File: src/rtl/mem_pkg.sv
// rtl/mem_pkg.sv - shared definitions for the 16-bit request/response memory interface
//
// Purpose : mode encodings shared with the memory responder, bus widths and
//           the burst master state enumeration.
// Ports   : none (package).

package mem_pkg;

   localparam int MEM_ADDR_W = 16;
   localparam int MEM_DATA_W = 16;

   localparam logic MMODE_READ  = 1'b0;
   localparam logic MMODE_WRITE = 1'b1;

   typedef enum logic [1:0] {
      ST_IDLE  = 2'd0,
      ST_WDATA = 2'd1,
      ST_REQ   = 2'd2,
      ST_DONE  = 2'd3
   } state_t;

endpackage

File: src/rtl/mem_watchdog.sv
// rtl/mem_watchdog.sv - response watchdog cycle counter
//
// Purpose : counts cycles while enabled; clear reloads zero. expire is raised
//           in the cycle whose clock edge is the TIMEOUT-th enabled edge, so
//           the owner can abort on that same edge.
// Ports   : clk, reset (sync, active-high)
//           clear  - reload count with zero (wins over enable)
//           enable - count this cycle
//           expire - enabled count has reached its last allowed value

module mem_watchdog #(
   parameter int TIMEOUT = 16
) (
   input  logic clk,
   input  logic reset,
   input  logic clear,
   input  logic enable,
   output logic expire
);

   localparam int CNT_W = $clog2(TIMEOUT + 1);
   localparam logic [CNT_W-1:0] LAST = CNT_W'(TIMEOUT - 1);

   logic [CNT_W-1:0] count;

   always_ff @(posedge clk) begin
      if (reset || clear) begin
         count <= '0;
      end else if (enable && (count != LAST)) begin
         count <= count + 1'b1;
      end
   end

   assign expire = enable & ~clear & (count == LAST);

endmodule

File: src/rtl/mem_burst_master.sv
// rtl/mem_burst_master.sv - burst-to-single-word initiator for the 16-bit memory interface
//
// Purpose : turns a burst command (start address, beat count, direction) into
//           one request/response handshake per beat, streaming write beats in
//           and read beats out, with a watchdog that aborts a burst when the
//           responder stops answering.
// Ports   : clk, reset (sync, active-high)
//           cmd_valid/cmd_ready/cmd_write/cmd_addr/cmd_len - burst command
//           wr_data/wr_valid/wr_ready                      - write beat stream
//           rd_data/rd_valid                               - read beat pulses
//           done/err/busy                                  - burst status
//           mem_request/mem_mode/mem_locator/mem_write_data,
//           mem_read_data/mem_response                     - memory side

module mem_burst_master
   import mem_pkg::*;
#(
   parameter int LEN_W   = 8,
   parameter int TIMEOUT = 16
) (
   input  logic                  clk,
   input  logic                  reset,
   input  logic                  cmd_valid,
   output logic                  cmd_ready,
   input  logic                  cmd_write,
   input  logic [MEM_ADDR_W-1:0] cmd_addr,
   input  logic [LEN_W-1:0]      cmd_len,
   input  logic [MEM_DATA_W-1:0] wr_data,
   input  logic                  wr_valid,
   output logic                  wr_ready,
   output logic [MEM_DATA_W-1:0] rd_data,
   output logic                  rd_valid,
   output logic                  done,
   output logic                  err,
   output logic                  busy,
   output logic                  mem_request,
   output logic                  mem_mode,
   output logic [MEM_ADDR_W-1:0] mem_locator,
   output logic [MEM_DATA_W-1:0] mem_write_data,
   input  logic [MEM_DATA_W-1:0] mem_read_data,
   input  logic                  mem_response
);

   state_t                  state;
   logic [MEM_ADDR_W-1:0]   addr;
   logic [LEN_W-1:0]        remaining;
   logic                    timed_out;
   logic                    wd_clear;
   logic                    wd_enable;
   logic                    wd_expire;

   // A response still high after a mid-access reset belongs to the aborted
   // access; holding off commands until it falls keeps it from being counted.
   assign cmd_ready = ~reset & (state == ST_IDLE) & ~mem_response;
   assign wr_ready  = (state == ST_WDATA);
   assign busy      = (state != ST_IDLE);

   assign wd_enable = (state == ST_REQ);
   assign wd_clear  = (state != ST_REQ) | mem_response;

   mem_watchdog #(
      .TIMEOUT (TIMEOUT)
   ) u_watchdog (
      .clk    (clk),
      .reset  (reset),
      .clear  (wd_clear),
      .enable (wd_enable),
      .expire (wd_expire)
   );

   always_ff @(posedge clk) begin
      if (reset) begin
         state          <= ST_IDLE;
         addr           <= '0;
         remaining      <= '0;
         timed_out      <= 1'b0;
         rd_data        <= '0;
         rd_valid       <= 1'b0;
         done           <= 1'b0;
         err            <= 1'b0;
         mem_request    <= 1'b0;
         mem_mode       <= MMODE_READ;
         mem_locator    <= '0;
         mem_write_data <= '0;
      end else begin
         rd_valid <= 1'b0;
         done     <= 1'b0;
         err      <= 1'b0;
         case (state)
            ST_IDLE: begin
               if (cmd_valid && cmd_ready) begin
                  addr      <= cmd_addr;
                  remaining <= cmd_len;
                  mem_mode  <= cmd_write;
                  timed_out <= 1'b0;
                  if (cmd_write == MMODE_WRITE) begin
                     state <= ST_WDATA;
                  end else begin
                     mem_request <= 1'b1;
                     mem_locator <= cmd_addr;
                     state       <= ST_REQ;
                  end
               end
            end
            ST_WDATA: begin
               if (wr_valid) begin
                  mem_write_data <= wr_data;
                  mem_locator    <= addr;
                  mem_request    <= 1'b1;
                  state          <= ST_REQ;
               end
            end
            ST_REQ: begin
               if (mem_response) begin
                  if (mem_mode == MMODE_READ) begin
                     rd_data  <= mem_read_data;
                     rd_valid <= 1'b1;
                  end
                  if (remaining == '0) begin
                     mem_request <= 1'b0;
                     state       <= ST_DONE;
                  end else begin
                     remaining <= remaining - 1'b1;
                     addr      <= addr + 1'b1;
                     if (mem_mode == MMODE_READ) begin
                        // Request stays high: the responder is in its clear
                        // phase, so the new locator settles before next service.
                        mem_locator <= addr + 1'b1;
                     end else begin
                        mem_request <= 1'b0;
                        state       <= ST_WDATA;
                     end
                  end
               end else if (wd_expire) begin
                  mem_request <= 1'b0;
                  timed_out   <= 1'b1;
                  state       <= ST_DONE;
               end
            end
            ST_DONE: begin
               done      <= 1'b1;
               err       <= timed_out;
               timed_out <= 1'b0;
               state     <= ST_IDLE;
            end
            default: state <= ST_IDLE;
         endcase
      end
   end

endmodule

File: config.mk
export PLATFORM = sky130hd
export DESIGN_NAME = mem_burst_master
export DESIGN_NICKNAME = d
export VERILOG_FILES = /design/src/rtl/mem_pkg.sv /design/src/rtl/mem_watchdog.sv /design/src/rtl/mem_burst_master.sv
export SDC_FILE = /design/constraint.sdc
export NUM_CORES = 1
export LEC_CHECK = 0
export CORE_AREA = 2 2 124 126
export DETAILED_ROUTE_END_ITERATION = 10
export DIE_AREA = 0 0 126 128
export GPL_TIMING_DRIVEN = 0
export PLACE_DENSITY = 0.51
export SLEW_MARGIN = 20
export SYNTH_ARGS = -nofsm -noshare
export SYNTH_HDL_FRONTEND = slang
export SYNTH_SLANG_ARGS = --single-unit
File: constraint.sdc
create_clock -name clk -period 1.95 [get_ports clk]
set_input_delay 0.195 -clock clk [delete_from_list [all_inputs] [get_ports clk]]
set_output_delay 0.195 -clock clk [all_outputs]
set_load 0.02 [all_outputs]
### Yosys cells after proc, flatten, opt, wreduce, memory -nomap -nowiden

Cells that the tools add are included.

| storage, ports and cells | value |
|---|---|
| flip-flop bits (word level) | 85 |
| input bits | 62 |
| output and inout bits | 56 |

| cells by class | value |
|---|---|
| add/sub/neg operators | 3 |
| eq/ne operators | 16 |
| mux-type cells | 37 |
| bitwise gates (word level) | 11 |
| reductions and logical operators | 19 |

Operators with widths:

| kind | count |
|---|---|
| two-way mux 16 bit | 9 |
| case mux 16 bit (3 select lines) | 1 |
| case mux 16 bit (2 select lines) | 1 |
| two-way mux 8 bit | 3 |
| adder 16 x 1 -> 16 bit (second input constant) | 1 |
| inequality test 2 bit (second input constant) | 8 |
| case mux 8 bit (2 select lines) | 1 |
| two-way mux 2 bit | 7 |
| two-way mux 1 bit | 12 |
| AND reduction 4 bit | 3 |
| logical NOT 8 bit | 1 |
| case mux 2 bit (4 select lines) | 1 |
| subtractor 8 x 1 -> 8 bit (second input constant) | 1 |
| AND reduction 7 bit | 1 |
| inverter 1 bit | 6 |
| case mux 1 bit (3 select lines) | 2 |
| AND reduction 6 bit | 1 |
| nonzero test 3 bit | 2 |
| adder 5 x 1 -> 5 bit (second input constant) | 1 |
| equality test 5 x 4 -> 1 bit (second input constant) | 1 |
| inequality test 5 x 4 -> 1 bit (second input constant) | 1 |
| bitwise AND 1 bit | 4 |
| equality test 2 bit (second input constant) | 2 |
| inequality test 4 bit (second input constant) | 1 |
| other kinds (12) | 15 |

### Depth between registers and ports, before layout

Gate-level depths: netlist (run 1).

| depth | value |
|---|---|
| word-level depth | 8 |
| gate-level depth with buffers | 9 |

### Cells and area by module

From an unflattened synthesis (run 1), not the netlist that was laid out.

| unflattened totals | value |
|---|---|
| cell total of the unflattened synthesis | 558 |
| area total of the unflattened synthesis | 4296.6 um^2 |

By module, submodules not included:

| module | times used | cells an instance | area each (um^2) | seq. area each (um^2) |
|---|---|---|---|---|
| mem_burst_master | 1 | 530 | 4053.9 | 1601.5 |
| mem_watchdog | 1 | 28 | 242.7 | 100.1 |

### Worst setup path before layout (run 1)

No wires, ideal clock.

| path | value |
|---|---|
| kind | reg2reg |
| start | register remaining[0] |
| end | register mem_request |
| data arrival time | 1.892 ns |
| data required time | 1.835 ns |
| slack | -0.057 ns |
| stages on the path, launching flop included | 9 |
| buffers on the path | 1 |
| clock period less this slack | 2.007 ns |
| cell sequence | dfxtp_1 -> inv_1 -> ha_1 -> or4b_4 -> o21ai_1 -> or3b_1 -> buf_2 -> o21a_1 -> o21ba_1 |

| on the way | value |
|---|---|
| word-level cells in the longest chain between the ends | 4 |
| elaborated cells between the ends (all ways) | 6 |
| those cells by class | eq/ne (1); mux (3); reduce/logical (2) |

Ends and longest elaborated chain:

| what | line | text |
|---|---|---|
| start: declaration | mem_burst_master.sv:46 | `logic [LEN_W-1:0] remaining;` |
| start signal: assignment | mem_burst_master.sv:93 | `remaining <= cmd_len;` |
| start signal: assignment | mem_burst_master.sv:123 | `remaining <= remaining - 1'b1;` |
| logical NOT 8 bit * | mem_burst_master.sv:119 | `if (remaining == '0) begin` |
| two-way mux 1 bit | mem_burst_master.sv:119 |  |
| two-way mux 1 bit | mem_burst_master.sv:114 | `if (mem_response) begin` |
| case mux 1 bit (3 select lines) | mem_burst_master.sv:89 | `case (state)` |
| end signal: assignment | mem_burst_master.sv:99 | `mem_request <= 1'b1;` |
| end signal: assignment | mem_burst_master.sv:120 | `mem_request <= 1'b0;` |
| end signal: assignment | mem_burst_master.sv:130 | `mem_request <= 1'b0;` |
| end: declaration | mem_burst_master.sv:36 | `output logic mem_request,` |

Mark *: on every way between the ends. The rest lies on a longest branch, timed or not.
A chain may end at the register's enable or synchronous reset.

### Worst setup path after layout (run 1)

| path | value |
|---|---|
| start | register remaining[1] |
| end | register addr[13] |

| on the way | value |
|---|---|
| word-level cells in the longest chain between the ends | 3 |

Ends and longest elaborated chain:

| what | line | text |
|---|---|---|
| logical NOT 8 bit | mem_burst_master.sv:119 |  |
| inequality test 2 bit (no source line) | n/a |  |
| AND reduction 4 bit (no source line) | n/a |  |
| end signal: assignment | mem_burst_master.sv:92 | `addr <= cmd_addr;` |
| end signal: assignment | mem_burst_master.sv:124 | `addr <= addr + 1'b1;` |
| end: declaration | mem_burst_master.sv:45 | `logic [MEM_ADDR_W-1:0] addr;` |

Every way passes these cells.

==> reports/qor.yml, run 1 <==
status:
  status: "finished with violations"
  violations: "negative setup slack"
sta:
  period_needed_ns: 2.04
  setup_slack_ns: -0.0909
  fin_worst_skew_ns: 0.00780
  hold_viol_final: 0
  tns_ns: -0.807
  worst_pin_slew_ns: 0.765
  setup_viol: 22
  post-route-period-util: 1.05
  relSlewSlack: 0.490
  fmax_mhz: 490
  slew_viol_final: 0
  grt_setup_unrepaired: "true"
routing:
  drc: 0
  routed_wl_um: 15800
  wl_per_cell_um: 17.5
  ant_nets: 0
  drt_iter0_markers: 273
  viasPerCell: 5.20
  first_pass_iters: 5
  vias: 4673
critical_path:
  worstSetupStartpointType: "register"
  crit_arrival_ns: 2.25
  rr_worst_depth: 8
  crit_type: "reg -> reg"
  required_ns: 2.16
  cp-end-kind: "register"
  crit_fanout: 5
logic_synthesis:
  synth_ff_type: "dfxtp_1"
  synth_edf_count: 0
  yosysUniqueCellTypes: 54
  syn_inst: 559
  syn_avg_cell_area_sq_um: 7.77
  yosysSeqAreaShare: 0.392
  yosysWarningCount: 0
  syn-num-nets: 631
  ys_ff_latch: 85
  async_reset_ff_frac: 0
  netlist_area_sq_um: 4340
finish:
  fin_nets: 777
  drive_gt1_frac: 0.190
  area_growth_pct: 52.7
  diodes: 0
  final_util: 0.446
  multiInputGateArea_sq_um: 2680
  nFillCells: 1495
  seq_area_sq_um: 1720
placement:
  place_ws_ns: -1.17
  dpl.hpwl_um: 11200
  io_buffers: 117
  gp_congestion: 0.878
power_and_ir_drop:
  finalPower_mw: 7.98
  ir_drop_v: 0.000513
  pwr_density_cell_nw_per_um2: 1200
  power_leakage_nw: 2.37
clock_tree:
  root_buffer: "clkbuf_16"
  htreeDepth: 3
  clock-sinks: 85
  path_clk_slew_ns: 0.07
  cts_buffers: 9
  ctsHoldBuffers: 0
  insertion_delay_ns: 0.35
  cts_buffer_depth: 2
  cts_tree: "done"
global_routing:
  grt_pass1_wl_um: 24500
  track_usage: 0.193
  grt_max_degree: 16
  grt_antenna_before_repair: 0
  gr-total-overflow: 0
  grt_pass1_vias: 4535
floorplan:
  dieHeight_um: 128
  dieArea_sq_um: 16100
  io-pin-count: 118
  core-area_sq_um: 14900
  die_x_um: 126
  num_rows: 45
  initial_core_util: 0.292
run:
  drv_cap: 0
min_path:
  hold_class: "in -> reg"
  holdPathStages: 3
-- cell usage in the layout (no fill, tap or decap), types with 5 or more instances in the layout --
cell type        netlist  routed
xor2_1                 5       5
ha_1                  10       6
clkbuf_16              0       9
buf_6                  1      10
nor2b_1                6       5
a22oi_2                0       9
nor3_1                 8       6
dfxtp_2                0       8
nand2b_1               6       6
nand3b_1              12      12
nand2_1              101     100
nor2_1                45      43
clkbuf_1              30      10
nand3_1                9       7
inv_1                 15      10
o22ai_1               16      15
clkbuf_4               0       8
a211o_1                8       7
buf_4                  0      20
a21oi_2                0       5
inv_2                  0       5
and3_1                 7       7
mux2i_1                7       7
dfxtp_1               85      76
a22oi_1               16       7
a21oi_1               70      65
o21ai_0               14       8
clkdlybuf4s50_1        0     114
clkbuf_2               0       7
xnor2_1                9       9
o41ai_1                9       6
-- through the flow --
step / instances / cell area, sq um / hold WS, ns
2_1_floorplan: 559 / 4350 / 0.331
3_3_place_gp: 864 / 5750 / 0.442
3_5_place_dp: 864 / 5750 / 0.447
4_1_cts: 893 / 6450 / 0.381
5_1_grt: 898 / 6630 / 0.398
6_report: 898 / 6630 / 0.388
-- report_power, final --
group,internal [mW],switching (mW),total [mW],leakage [nW]
logic,1.64,2.31,3.95,1.54
registers,2.06,0.249,2.31,0.693
clock network,0.948,0.777,1.72,0.143
-- metal layers --
layer / share of wire / vias to the layer above / GRT usage
met5: 0 / - / 0
met4: 0.024 / 0 / 0.0743
met3: 0.059 / 30 / 0.0409
met2: 0.47 / 166 / 0.318
met1: 0.44 / 2215 / 0.248
li1: - / 2262 / -
-- cell type report --
cell class,count,area share
flip-flops and latches,85,0.259
repair buffers,140,0.207
multi-input cells,414,0.404
well taps,188,0.0355
inverters,15,0.00849
clock inverters,5,0.00641
plain buffers,40,0.0415
clock buffers,11,0.0381
-- state kept, by name, summed over array words and instances, names as in the netlist, 2 cells and up --
register / flops
rd_data: 16
remaining: 8
state: 2
mem_locator: 16
u_watchdog.count: 5
addr: 16
mem_write_data: 16
-- repair_timing --
item                       in CTS  in global routing
gates resized for setup        88                 49
cloned                          2                  0
setup endpoints to repair      79                 56
pin swaps                      15                 11
buffers inserted               14                  7
-- worst max-delay path: stages (launching register included) --
cell      delay (ns)
dfxtp_2         0.33
inv_2           0.07
ha_4            0.12
or4b_4          0.50
o2111a_2        0.33
buf_12          0.14
o211a_1         0.20
o21ai_1         0.11
a21oi_1         0.08
-- kinds of logic after synthesis --
family	synth area share
simple gates	0.237
compound gates	0.241
flops	0.392
buf+inv	0.0570
xor+xnor	0.0282
fa+ha+maj	0.0288
mux	0.0161
-- cells in the mapped netlist (8+ instances only) --
cell type | instances | area (sq um)
nand2_1 | 101 | 379
dfxtp_1 | 85 | 1700
a21oi_1 | 70 | 350
nor2_1 | 45 | 169
clkbuf_1 | 30 | 113
a22oi_1 | 16 | 120
o22ai_1 | 16 | 100
inv_1 | 15 | 56.3
o21ai_0 | 14 | 70.1
buf_2 | 12 | 60.1
nand3b_1 | 12 | 90.1
ha_1 | 10 | 125
nand3_1 | 9 | 45.0
o41ai_1 | 9 | 78.8
xnor2_1 | 9 | 78.8
a211o_1 | 8 | 70.1
a211oi_1 | 8 | 60.1
nor3_1 | 8 | 40.0
-- worst paths after layout --
path / slack, ns / end / startpoint
hold / removal: 0.39 / rd_data[1] / mem_read_data[1]
hold reg to reg: 0.45 / rd_data[15] / rd_data[15]
setup reg to reg: -0.09 / addr[13] / remaining[1]
setup / recovery: -0.09 / addr[13] / remaining[1]
No activity file was read; power rests on OpenSTA's default activity.
==> inputs of run 2 (changes only) <==
--- a/config.mk
+++ b/config.mk
@@ -10,6 +10,7 @@
 export DIE_AREA = 0 0 126 128
 export GPL_TIMING_DRIVEN = 0
 export PLACE_DENSITY = 0.51
+export SETUP_SLACK_MARGIN = 0.15
 export SLEW_MARGIN = 20
 export SYNTH_ARGS = -nofsm -noshare
 export SYNTH_HDL_FRONTEND = slang
==> run 2 against run 1 <==
Compared with the run above:
- sequential share of layout area decreased by 0.28 points
- combinational power rose by 6.8%
- largest cell class unchanged
- register-to-register slack worse by 0.097 ns
- utilization is 0.33 points higher
- final cell count up 0.78%
- cell area increased by 0.74%
- critical path type unchanged
- the flow still finishes with violations (negative setup slack)
- worst setup slack got worse by 0.097 ns
==> reports/qor.yml, run 2 (synthesis gave the netlist of run 1 again) <==
routing:
  wl_per_cell_um: 17.9
  routed_wl_um: 16200
  drt_iter0_markers: 214
  viasPerCell: 5.18
  first_pass_iters: 4
  drc: 0
  vias: 4686
  ant_nets: 0
finish:
  fin_nets: 784
  nFillCells: 1478
  layout_common_cells: "114 x clkdlybuf4s50_1, 99 x nand2_1, 79 x dfxtp_1, 62 x a21oi_1, 44 x nor2_1"
  drive_gt1_frac: 0.181
  final_common_cell: "clkdlybuf4s50_1"
  diodes: 0
  area_growth_pct: 53.8
  stdcell_count: 905
  seq_area_sq_um: 1710
  multiInputGateArea_sq_um: 2650
sta:
  post-route-period-util: 1.10
  tns_ns: -4.18
  relSlewSlack: 0.542
  slew_viol_final: 0
  setup_viol: 40
  fmax_mhz: 468
  setup_slack_ns: -0.188
  hold_viol_final: 0
  fin_hold_ws_ns: 0.391
  worst_pin_slew_ns: 0.688
  grt_setup_unrepaired: "true"
  period_needed_ns: 2.14
  fin_worst_skew_ns: 0.00607
clock_tree:
  ctsHoldBuffers: 0
  insertion_delay_ns: 0.35
  path_clk_slew_ns: 0.07
  root_buffer: "clkbuf_16"
  cts_buffers: 9
  clock-sinks: 85
  cts_buffer_depth: 2
  cts_tree: "done"
  htreeDepth: 3
global_routing:
  gr-total-overflow: 0
  grt_pass1_vias: 4642
  grt_antenna_before_repair: 0
  grt_pass1_wl_um: 24900
  grt_max_degree: 16
  track_usage: 0.197
power_and_ir_drop:
  internal_power_mw: 4.87
  clock_power_share: 0.213
  power_leakage_nw: 2.40
  pwr-share-seq: 0.278
  finalPower_mw: 8.29
  power_frac_comb: 0.509
  power_switching_mw: 3.43
  ir_drop_v: 0.000652
  swShare: 0.413
  pwr_density_cell_nw_per_um2: 1240
placement:
  gp_congestion: 0.834
  dpl.hpwl_um: 11300
  io_buffers: 117
  dp.cells: 864
critical_path:
  crit_fanout: 10
  crit_type: "reg -> reg"
  cp-end-kind: "register"
  crit_arrival_ns: 2.34
  required_ns: 2.16
  worstSetupStartpointType: "register"
floorplan:
  initial_core_util: 0.292
  io-pin-count: 118
  dieHeight_um: 128
  die_x_um: 126
  dieArea_sq_um: 16100
  core-area_sq_um: 14900
  num_rows: 45
status:
  violations: "negative setup slack"
  status: "finished with violations"
min_path:
  hold_class: "in -> reg"
run:
  drv_cap: 0
==> run 2: power groups by stage <==
| stage | logic (mW) | registers, mW | clock network, mW |
|---|---|---|---|
| 2_1_floorplan | 1.86 | 2.53 | 0 |
| 3_3_place_gp | 3.47 | 2.29 | 0 |
| 3_5_place_dp | 3.49 | 2.31 | 0 |
| 4_1_cts | 3.99 | 2.29 | 1.82 |
| 5_1_grt | 4.53 | 2.34 | 1.87 |
| 6_report | 4.22 | 2.30 | 1.77 |
==> run 2: worst max-delay path, cell delays in order, from the launching register on <==
cell,delay [ns]
dfxtp_2,0.32
inv_2,0.07
ha_4,0.13
or4b_4,0.49
buf_4,0.16
o2111ai_4,0.29
nand2_4,0.12
buf_12,0.16
a21oi_2,0.13
o22ai_1,0.10
==> run 2: routing by layer <==
metal	GRT usage	wire [um]	vias to the layer above
li1	-	-	2284
met1	0.250	7430	2248
met2	0.326	7780	134
met3	0.0455	758	20
met4	0.0718	243	0
met5	0	0	-
==> run 2: layout make-up <==
| cell class | count | share of cell area |
|---|---|---|
| clock inverters | 7 | 0.0112 |
| flip-flops and latches | 85 | 0.256 |
| clock buffers | 9 | 0.0337 |
| repair buffers | 143 | 0.213 |
| plain buffers | 44 | 0.0453 |
| multi-input cells | 414 | 0.397 |
| well taps | 188 | 0.0352 |
| inverters | 15 | 0.00880 |
==> run 2: repair_timing <==
action,in CTS,in global routing
resized for setup,83,38
endpoints found under the hold margin,0,0
pin swaps,12,9
setup buffers,19,4
gates cloned,2,1
setup endpoints to repair,80,64
==> run 2: path summary, 6_finish.rpt <==
check | startpoint | slack, ns | cells after the start | end
min reg2reg | mem_write_data[12] | 0.45 | 2 | mem_write_data[12]
max | remaining[1] | -0.19 | 9 | addr[10]
min | wr_data[0] | 0.39 | 3 | mem_write_data[0]
max reg2reg | remaining[1] | -0.19 | 9 | addr[10]
==> run 2: stage by stage <==
stage	setup WS [ns]	util	instance area (sq um)
finish	-0.188	0.449	6680
global placement	-1.14	0.388	5770
global route	-0.244	0.449	6680
CTS	-0.126	0.436	6490
detailed placement	-1.11	0.388	5770
floorplan	-0.0204	-	4370
==> inputs of run 3 (changes only) <==
--- a/config.mk
+++ b/config.mk
@@ -10,6 +10,7 @@
 export DIE_AREA = 0 0 126 128
 export GPL_TIMING_DRIVEN = 0
 export PLACE_DENSITY = 0.51
+export REMOVE_ABC_BUFFERS = 1
 export SETUP_SLACK_MARGIN = 0.15
 export SLEW_MARGIN = 20
 export SYNTH_ARGS = -nofsm -noshare
==> run 3 against run 2 <==
Compared with the run above:
- the flow still finishes with violations (negative setup slack)
- via count fell by 2.4%
- total power increased by 1.7%
- critical endpoint is now remaining[4]
- hold slack worse by 0.11 ns
- first-iteration DRC count rose by 63%
- utilization grew 0.40 points
- sequential power hardly changed
- routed wire length fell by 7.7%
- register-to-register slack better by 0.07 ns
==> reports/qor.yml, run 3 (synthesis gave the netlist of run 1 again) <==
status:
  status: "finished with violations"
  violations: "negative setup slack"
global_routing:
  grt_pass1_wl_um: 23500
  grt_pass1_vias: 4396
  grt_max_degree: 63
  grt_antenna_before_repair: 0
  gr-total-overflow: 0
  track_usage: 0.183
sta:
  tns_ns: -1.69
  relSlewSlack: 0.548
  fmax_mhz: 484
  slew_viol_final: 0
  grt_setup_unrepaired: "true"
  setup_slack_ns: -0.114
  hold_viol_final: 0
  post-route-period-util: 1.06
  fin_worst_skew_ns: 0.00673
  period_needed_ns: 2.06
  setup_viol: 37
  worst_pin_slew_ns: 0.678
routing:
  drt_iter0_markers: 348
  routed_wl_um: 15000
  ant_nets: 0
  first_pass_iters: 4
  vias: 4572
  wl_per_cell_um: 17.1
  drc: 0
  viasPerCell: 5.21
floorplan:
  dieArea_sq_um: 16100
  dieHeight_um: 128
  die_x_um: 126
  core-area_sq_um: 14900
  initial_core_util: 0.292
  num_rows: 45
  io-pin-count: 118
finish:
  final_common_cell: "clkdlybuf4s50_1"
  diodes: 0
  nFillCells: 1436
  area_growth_pct: 55.2
  fin_nets: 756
  layout_common_cells: "112 x clkdlybuf4s50_1, 94 x nand2_1, 73 x dfxtp_1, 65 x a21oi_1, 42 x nor2_1"
  drive_gt1_frac: 0.209
power_and_ir_drop:
  internal_power_mw: 4.89
  power_leakage_nw: 2.35
  power_frac_comb: 0.511
  ir_drop_v: 0.000685
  pwr_density_cell_nw_per_um2: 1250
  clock_power_share: 0.212
  power_switching_mw: 3.54
  swShare: 0.420
  finalPower_mw: 8.43
  pwr-share-seq: 0.277
clock_tree:
  path_clk_slew_ns: 0.07
  cts_buffers: 9
  ctsHoldBuffers: 0
  cts_tree: "done"
  insertion_delay_ns: 0.35
  root_buffer: "clkbuf_16"
  cts_buffer_depth: 2
  clock-sinks: 85
  htreeDepth: 3
critical_path:
  crit_type: "reg -> reg"
  required_ns: 2.21
  startpoint: "remaining[1]"
  rr_worst_depth: 9
  cp-end-kind: "register"
  timing.rr.start: "remaining[1]"
  worstSetupStartpointType: "register"
  crit_fanout: 5
  crit_arrival_ns: 2.33
min_path:
  hold_start: "reset"
  holdPathStages: 2
  hold_class: "in -> reg"
placement:
  dpl.hpwl_um: 8610
  gp_congestion: 0.788
  io_buffers: 117
  place_ws_ns: -0.930
run:
  drv_cap: 0
-- run 3: cell types whose count changed in the layout (fill, tap and decap cells not counted), moves of 8 or more --
cell	before	now
clkbuf_1	9	0
o41ai_2	1	9
o41ai_1	9	1
clkbuf_2	9	0
-- run 3: area by class of cell --
class | count | area, sq um | share of cell area
Sequential cell | 85 | 1720 | 0.255
Tap cell | 188 | 235 | 0.0349
Inverter | 15 | 56.3 | 0.00835
Multi-Input combinational cell | 419 | 2840 | 0.422
Clock inverter | 7 | 80.1 | 0.0119
Clock buffer | 9 | 225 | 0.0334
Timing Repair Buffer | 154 | 1580 | 0.234
-- run 3: path summary, 6_finish.rpt --
| kind | endpoint | slack, ns |
|---|---|---|
| worst max register to register | remaining[4] | -0.11 |
| worst max-delay path | remaining[4] | -0.11 |
| worst min-delay path | mem_locator[3] | 0.28 |
| worst min register to register | mem_write_data[12] | 0.45 |
-- run 3: critical path, cell delays in order (launching register included) --
cell and delay [ns]:
dfxtp_2 0.32, inv_2 0.08, ha_4 0.12, or4b_4 0.51
o2111a_2 0.33, nor2_4 0.15, buf_6 0.15, buf_4 0.11
o21ai_2 0.05, a211oi_2 0.18
-- run 3: power groups by stage --
stage | registers, mW | clock network, mW | logic (mW)
global route | 2.38 | 1.95 | 4.63
CTS | 2.32 | 1.84 | 4.09
floorplan | 2.55 | 0 | 1.66
finish | 2.33 | 1.79 | 4.31
detailed placement | 2.32 | 0 | 3.17
global placement | 2.31 | 0 | 3.12
-- run 3: per-layer routing --
metal	up-vias	global-route usage	wire length, um
met1	2122	0.238	6950
met3	18	0.0401	1110
li1	2239	-	-
met4	0	0.0711	259
met5	-	0	0
met2	193	0.298	6640
-- run 3: metrics by stage --
stage / util / hold slack [ns] / std cells / area, sq um
detailed placement: 0.378 / 0.446 / 822 / 5610
finish: 0.454 / 0.283 / 877 / 6740
CTS: 0.442 / 0.266 / 874 / 6580
global placement: 0.374 / 0.442 / 819 / 5560
global route: 0.454 / 0.290 / 877 / 6740
floorplan: - / 0.264 / 514 / 4150
-- run 3: repair_timing --
| action | 4_1_cts | 5_1_grt |
|---|---|---|
| buffers inserted | 30 | 3 |
| cloned | 6 | 0 |
| resized for setup | 87 | 34 |
| endpoints found under the setup margin | 81 | 60 |
| pin swaps | 40 | 22 |
==> patch 1: new RTL, flow settings as in run 3 <==
Set the package constant `MEM_ADDR_W` to 14 (it was 16).
--- a/src/rtl/mem_pkg.sv
+++ b/src/rtl/mem_pkg.sv
@@ -8,3 +8,3 @@
 
-   localparam int MEM_ADDR_W = 16;
+   localparam int MEM_ADDR_W = 14;
    localparam int MEM_DATA_W = 16;
Ports: changed (resized cmd_addr and mem_locator); port bits go from 118 to 114. The function was not compared with the original's and may differ.
==> patch 1 against run 3 <==
The run still ends with negative setup slack left; synthesized area down 4.4%; total power up 0.97%; routed wire length down 3.8%; worst hold slack worse by 63 ps; final area down 0.33%; non-clock buffer count up 21; setup slack better by 83 ps; critical path depth down 1; clock skew about the same; sequential cell count down 4; critical endpoint is now mem_locator[7].
==> patch 1: results (changes against run 3) <==
| Metric | Value |
|---|---|
| Worst vdd ir | `0.513 mV (-25%)` |
| Fill cell count | `1430 (-0.42%)` |
| Register area share after synthesis | `39.1% (-0.11 points)` |
| Async SR Flop Fraction | `0% (unchanged)` |
| Met1 Usage GRT | `23.1% (-0.71 points)` |
| First-pass GRT wire length | `22800 um (-2.7%)` |
| Final setup fails | `7 (-81%)` |
| Synth top area cells | `dfxtp_1 (39%), nand2_1 (9.4%), a21oi_1 (7.6%)` |
| Met2 Use GR | `28.3% (-1.5 points)` |
| TNS Setup | `-106 ps (+1590 ps)` |
| Final WL | `14400 um (-3.8%)` |
| TritonCTS buffer count | `9 (unchanged)` |
| Max Root-Sink Buffers | `2 (unchanged)` |
| PortBufs | `113 (-3.4%)` |
| Placed Instances | `787 (-4.3%)` |
| Drt first-iter violations | `283 (-19%)` |
| Root Buffer | `clkbuf_16` |
| CP arrival | `2200 ps (-130 ps)` |
| Vias post-DR | `4462 (-2.4%)` |
| Static Leak | `2.33 nW (-0.96%)` |
| Share of layout cells above drive strength 1 | `22.9% (+2.0 points)` |
| Status | `finished with violations` |
| H-tree depth | `3 (unchanged)` |
| Layout Nets | `745 (-1.5%)` |
| CP Launch Point | `remaining[0]` |
| Initial antenna violation count | `0 (unchanged)` |
| Largest net degree at the start of global routing | `51 (-19%)` |
| Dominant synthesized flop cell | `dfxtp_1` |
| Place WS | `-1450 ps (-516 ps)` |
| Post-synthesis average cell area | `7.92 um^2 (+1.9%)` |
| GRT overflow | `0 (unchanged)` |
| Worst min-delay path class | `in2reg` |
| RD Place Congestion | `0.766 (-2.8%)` |
| Failing checks | `negative setup slack` |
| Vias in the first global route | `4330 (-1.5%)` |
| Commonest cells in the netlist | `nand2_1 (104), dfxtp_1 (81), a21oi_1 (63)` |
| Netlist cell types | `69 (+28%)` |
| Crit Path Max Fanout | `5 (unchanged)` |
| Met3 usage | `3.76% (-0.25 points)` |
| Wire per inst | `16.6 um (-2.8%)` |
| Worst setup margin | `-31.6 ps (+82.7 ps)` |
| Largest regs | `mem_write_data: 16 flops, rd_data: 16 flops` |
| Clock Skews | `6.55 ps (-0.179 ps)` |
| Total Routing Usage GR | `17.7% (-0.67 points)` |
| Synth Warn # | `0 (unchanged)` |
| Worst-Margin Slew | `633 ps (-44.7 ps)` |
| DP HPWL | `8390 um (-2.6%)` |
[patch 1: cell types whose count changed after synthesis, moves of 5 or more]
| cell | run 3 | this run |
|---|---|---|
| a31oi_1 | 3 | 8 |
| a22oi_1 | 16 | 11 |
| a21oi_1 | 70 | 63 |
| nor2_1 | 45 | 38 |
| buf_2 | 12 | 7 |
| o21ai_0 | 14 | 19 |
| inv_1 | 15 | 8 |
| o22ai_1 | 16 | 1 |
[patch 1: metal layers]
| metal | share of wire (%) | vias to the layer above |
|---|---|---|
| met5 | 0 | - |
| met4 | 2.9 | 0 |
| met3 | 6.7 | 28 |
| met2 | 45 | 165 |
| met1 | 46 | 2087 |
| li1 | - | 2182 |
[patch 1: path summary, 6_finish.rpt]
kind / end / slack, ps / depth (start not counted)
min: remaining[3] / 220 / 2
min reg2reg: mem_locator[13] / 450 / 2
max reg2reg: mem_locator[7] / -30 / 8
max: mem_locator[7] / -30 / 8
[patch 1: per-stage QoR]
stage	instance area (um^2)	power, W
global route	6720	0.00902
detailed placement	5360	0.00506
global placement	5340	0.00502
finish	6720	0.00851
CTS	6580	0.00839
floorplan	3980	0.00392
[patch 1: repair_timing]
item / CTS / global route
gates cloned: 4 / 1
gates resized for setup: 96 / 21
hold buffers: 0 / 0
buffers inserted: 55 / 5
setup endpoints to repair: 76 / 40
pin swaps: 32 / 17
[patch 1: worst max-delay path, stage by stage (launching register included)]
cell,delay (ps)
dfxtp_2,330
inv_2,70
ha_4,130
or3b_4,410
or3_4,460
nand4_4,140
buf_12,140
a211o_1,130
a21oi_2,60
[patch 1: cells by family after synthesis]
kind of cell	Yosys count	synth area share, %
AO/OA/AOI/OAI	150	23.2
XOR/XNOR	11	2.32
adder cells (fa/ha/maj)	10	3.01
buffers and inverters	48	5.00
flip-flops	81	39.1
multiplexers	6	1.45
AND/OR/NAND/NOR	218	26.0
[patch 1: final cells by class]
class | count | area (um^2) | area share [%]
multi-input combinational | 399 | 2690 | 40.1
timing repair buffer | 175 | 1770 | 26.4
sequential | 81 | 1640 | 24.5
tap | 188 | 235 | 3.50
clock buffer | 9 | 225 | 3.35
clock inverter | 7 | 95.1 | 1.42
inverter | 9 | 55.1 | 0.819
[patch 1: power breakdown]
part	internal, W	total, W	switching, W
clock	0.00112	0.00182	0.000703
combinational	0.00217	0.00455	0.00238
sequential	0.00193	0.00214	0.000213
==> patch 2: new RTL, config.mk and constraints of run 3 <==
Without the edit above. Put one more register stage on the output `err`, cleared by the reset. The value now appears one clock later. The other outputs are not delayed to match.
--- a/src/rtl/mem_burst_master.sv
+++ b/src/rtl/mem_burst_master.sv
@@ -43,2 +43,4 @@
 
+   logic err_s0;
+
    state_t                  state;
@@ -79,3 +81,3 @@
          done           <= 1'b0;
-         err            <= 1'b0;
+         err_s0         <= 1'b0;
          mem_request    <= 1'b0;
@@ -87,3 +89,3 @@
          done     <= 1'b0;
-         err      <= 1'b0;
+         err_s0   <= 1'b0;
          case (state)
@@ -141,3 +143,3 @@
                done      <= 1'b1;
-               err       <= timed_out;
+               err_s0    <= timed_out;
                timed_out <= 1'b0;
@@ -150,2 +152,10 @@
 
+   always_ff @(posedge clk) begin
+      if (reset) begin
+         err <= '0;
+      end else begin
+         err <= err_s0;
+      end
+   end
+
 endmodule
Function: no difference found for any inputs over 4 cycles, from zero or initial values and one cycle with reset high; that may be too few to reach the edited logic, so the function may still have changed.
==> patch 2 against run 3 <==
The run still ends with negative setup slack left; sequential cell count rose by 1; total power is 6.5% higher; setup slack better by 82 ps; synthesized area is 1.8% higher; routed wire length grew 4.8%; clock skew increased by 3.7 ps; via count rose by 2.0%; fmax rose by 4.1%; sequential share of layout area fell by 0.70 points; worst hold slack improved by 2.4 ps; final area is 4.6% higher.
==> patch 2: results (changes against run 3) <==
| Metric | Value |
|---|---|
| Met2 Use GR | `30.3% (+0.47 points)` |
| TNS Setup | `-205 ps (+1490 ps)` |
| Vias post-DR | `4662 (+2.0%)` |
| R2R Path End | `mem_locator[13]` |
| Post-CTS Setup Inserts | `36 (+20%)` |
| Post-CTS sizing | `102 (+17%)` |
| Crit Path Class | `reg2reg` |
| Synth top area cells | `dfxtp_1 (39%), nand2_1 (8.2%), a21oi_1 (7.1%)` |
| Final Hold Slack | `285 ps (+2.40 ps)` |
| Register area share after synthesis | `38.9% (-0.26 points)` |
| Share of layout cells above drive strength 1 | `27.9% (+7.0 points)` |
| Total Routing Usage GR | `18.9% (+0.59 points)` |
| M1 WL | `7160 um (+3.0%)` |
| Met3 usage | `4.05% (+0.042 points)` |
| Worst vdd ir | `0.586 mV (-14%)` |
| First-pass GRT wire length | `24300 um (+3.5%)` |
| Clock Skews | `10.4 ps (+3.69 ps)` |
| Routed wl met3 | `1050 um (-5.0%)` |
| DP HPWL | `9050 um (+5.2%)` |
| PortBufs | `117 (unchanged)` |
| Slew HR | `51.9% (-2.9 points)` |
| Worst setup margin | `-32.8 ps (+81.6 ps)` |
| Combinational power share | `51.2% (about the same)` |
| Routed wl met2 | `7120 um (+7.3%)` |
| Status | `finished with violations` |
| Layout Cells excl Fill | `880 (+0.34%)` |
| Failing checks | `negative setup slack` |
| Final setup fails | `11 (-70%)` |
| Largest net degree at the start of global routing | `50 (-21%)` |
| Gate Count Post-Synth | `542 (-3.0%)` |
| RD Place Congestion | `0.752 (-4.6%)` |
| Final WL | `15700 um (+4.8%)` |
| Pre-antenna DRT Iters | `5 (+1)` |
| Switching portion of total power | `39.6% (-2.3 points)` |
| CP arrival | `2230 ps (-100 ps)` |
| Static Leak | `2.40 nW (+2.2%)` |
| Clock power share | `22.5% (+1.3 points)` |
| Met1 Usage GRT | `24.4% (+0.59 points)` |
| Placed cell area | `5620 um^2 (+0.16%)` |
==> patch 2: changes by cell type in the layout (fill, tap and decap cells not counted), sizes merged, moves of 5 or more <==
cell and delta:
buf +14, a211o -8, a21oi -7, a221oi +7, a311o +5, and3 -5
inv -5, nand2 -5, nor2 -5, nor3 +5, o22ai -5
==> patch 2: kinds of logic after synthesis <==
kind of cell | after synthesis | share of synthesized area (%)
buffers and inverters | 59 | 7.55
DFF | 86 | 38.9
xor gates and xnor gates | 9 | 1.78
AOI/OAI and AO/OA | 159 | 23.6
adders and majority gates | 10 | 2.83
muxes | 6 | 1.36
and+or+nand+nor | 213 | 23.9
==> patch 2: final cells by class <==
cell class	instances	area [um^2]
Inverter	16	77.6
Fill cell	1388	7810
Clock inverter	6	109
Timing Repair Buffer	170	1690
Tap cell	188	235
Sequential cell	86	1750
Multi-Input combinational cell	404	2950
Clock buffer	10	239
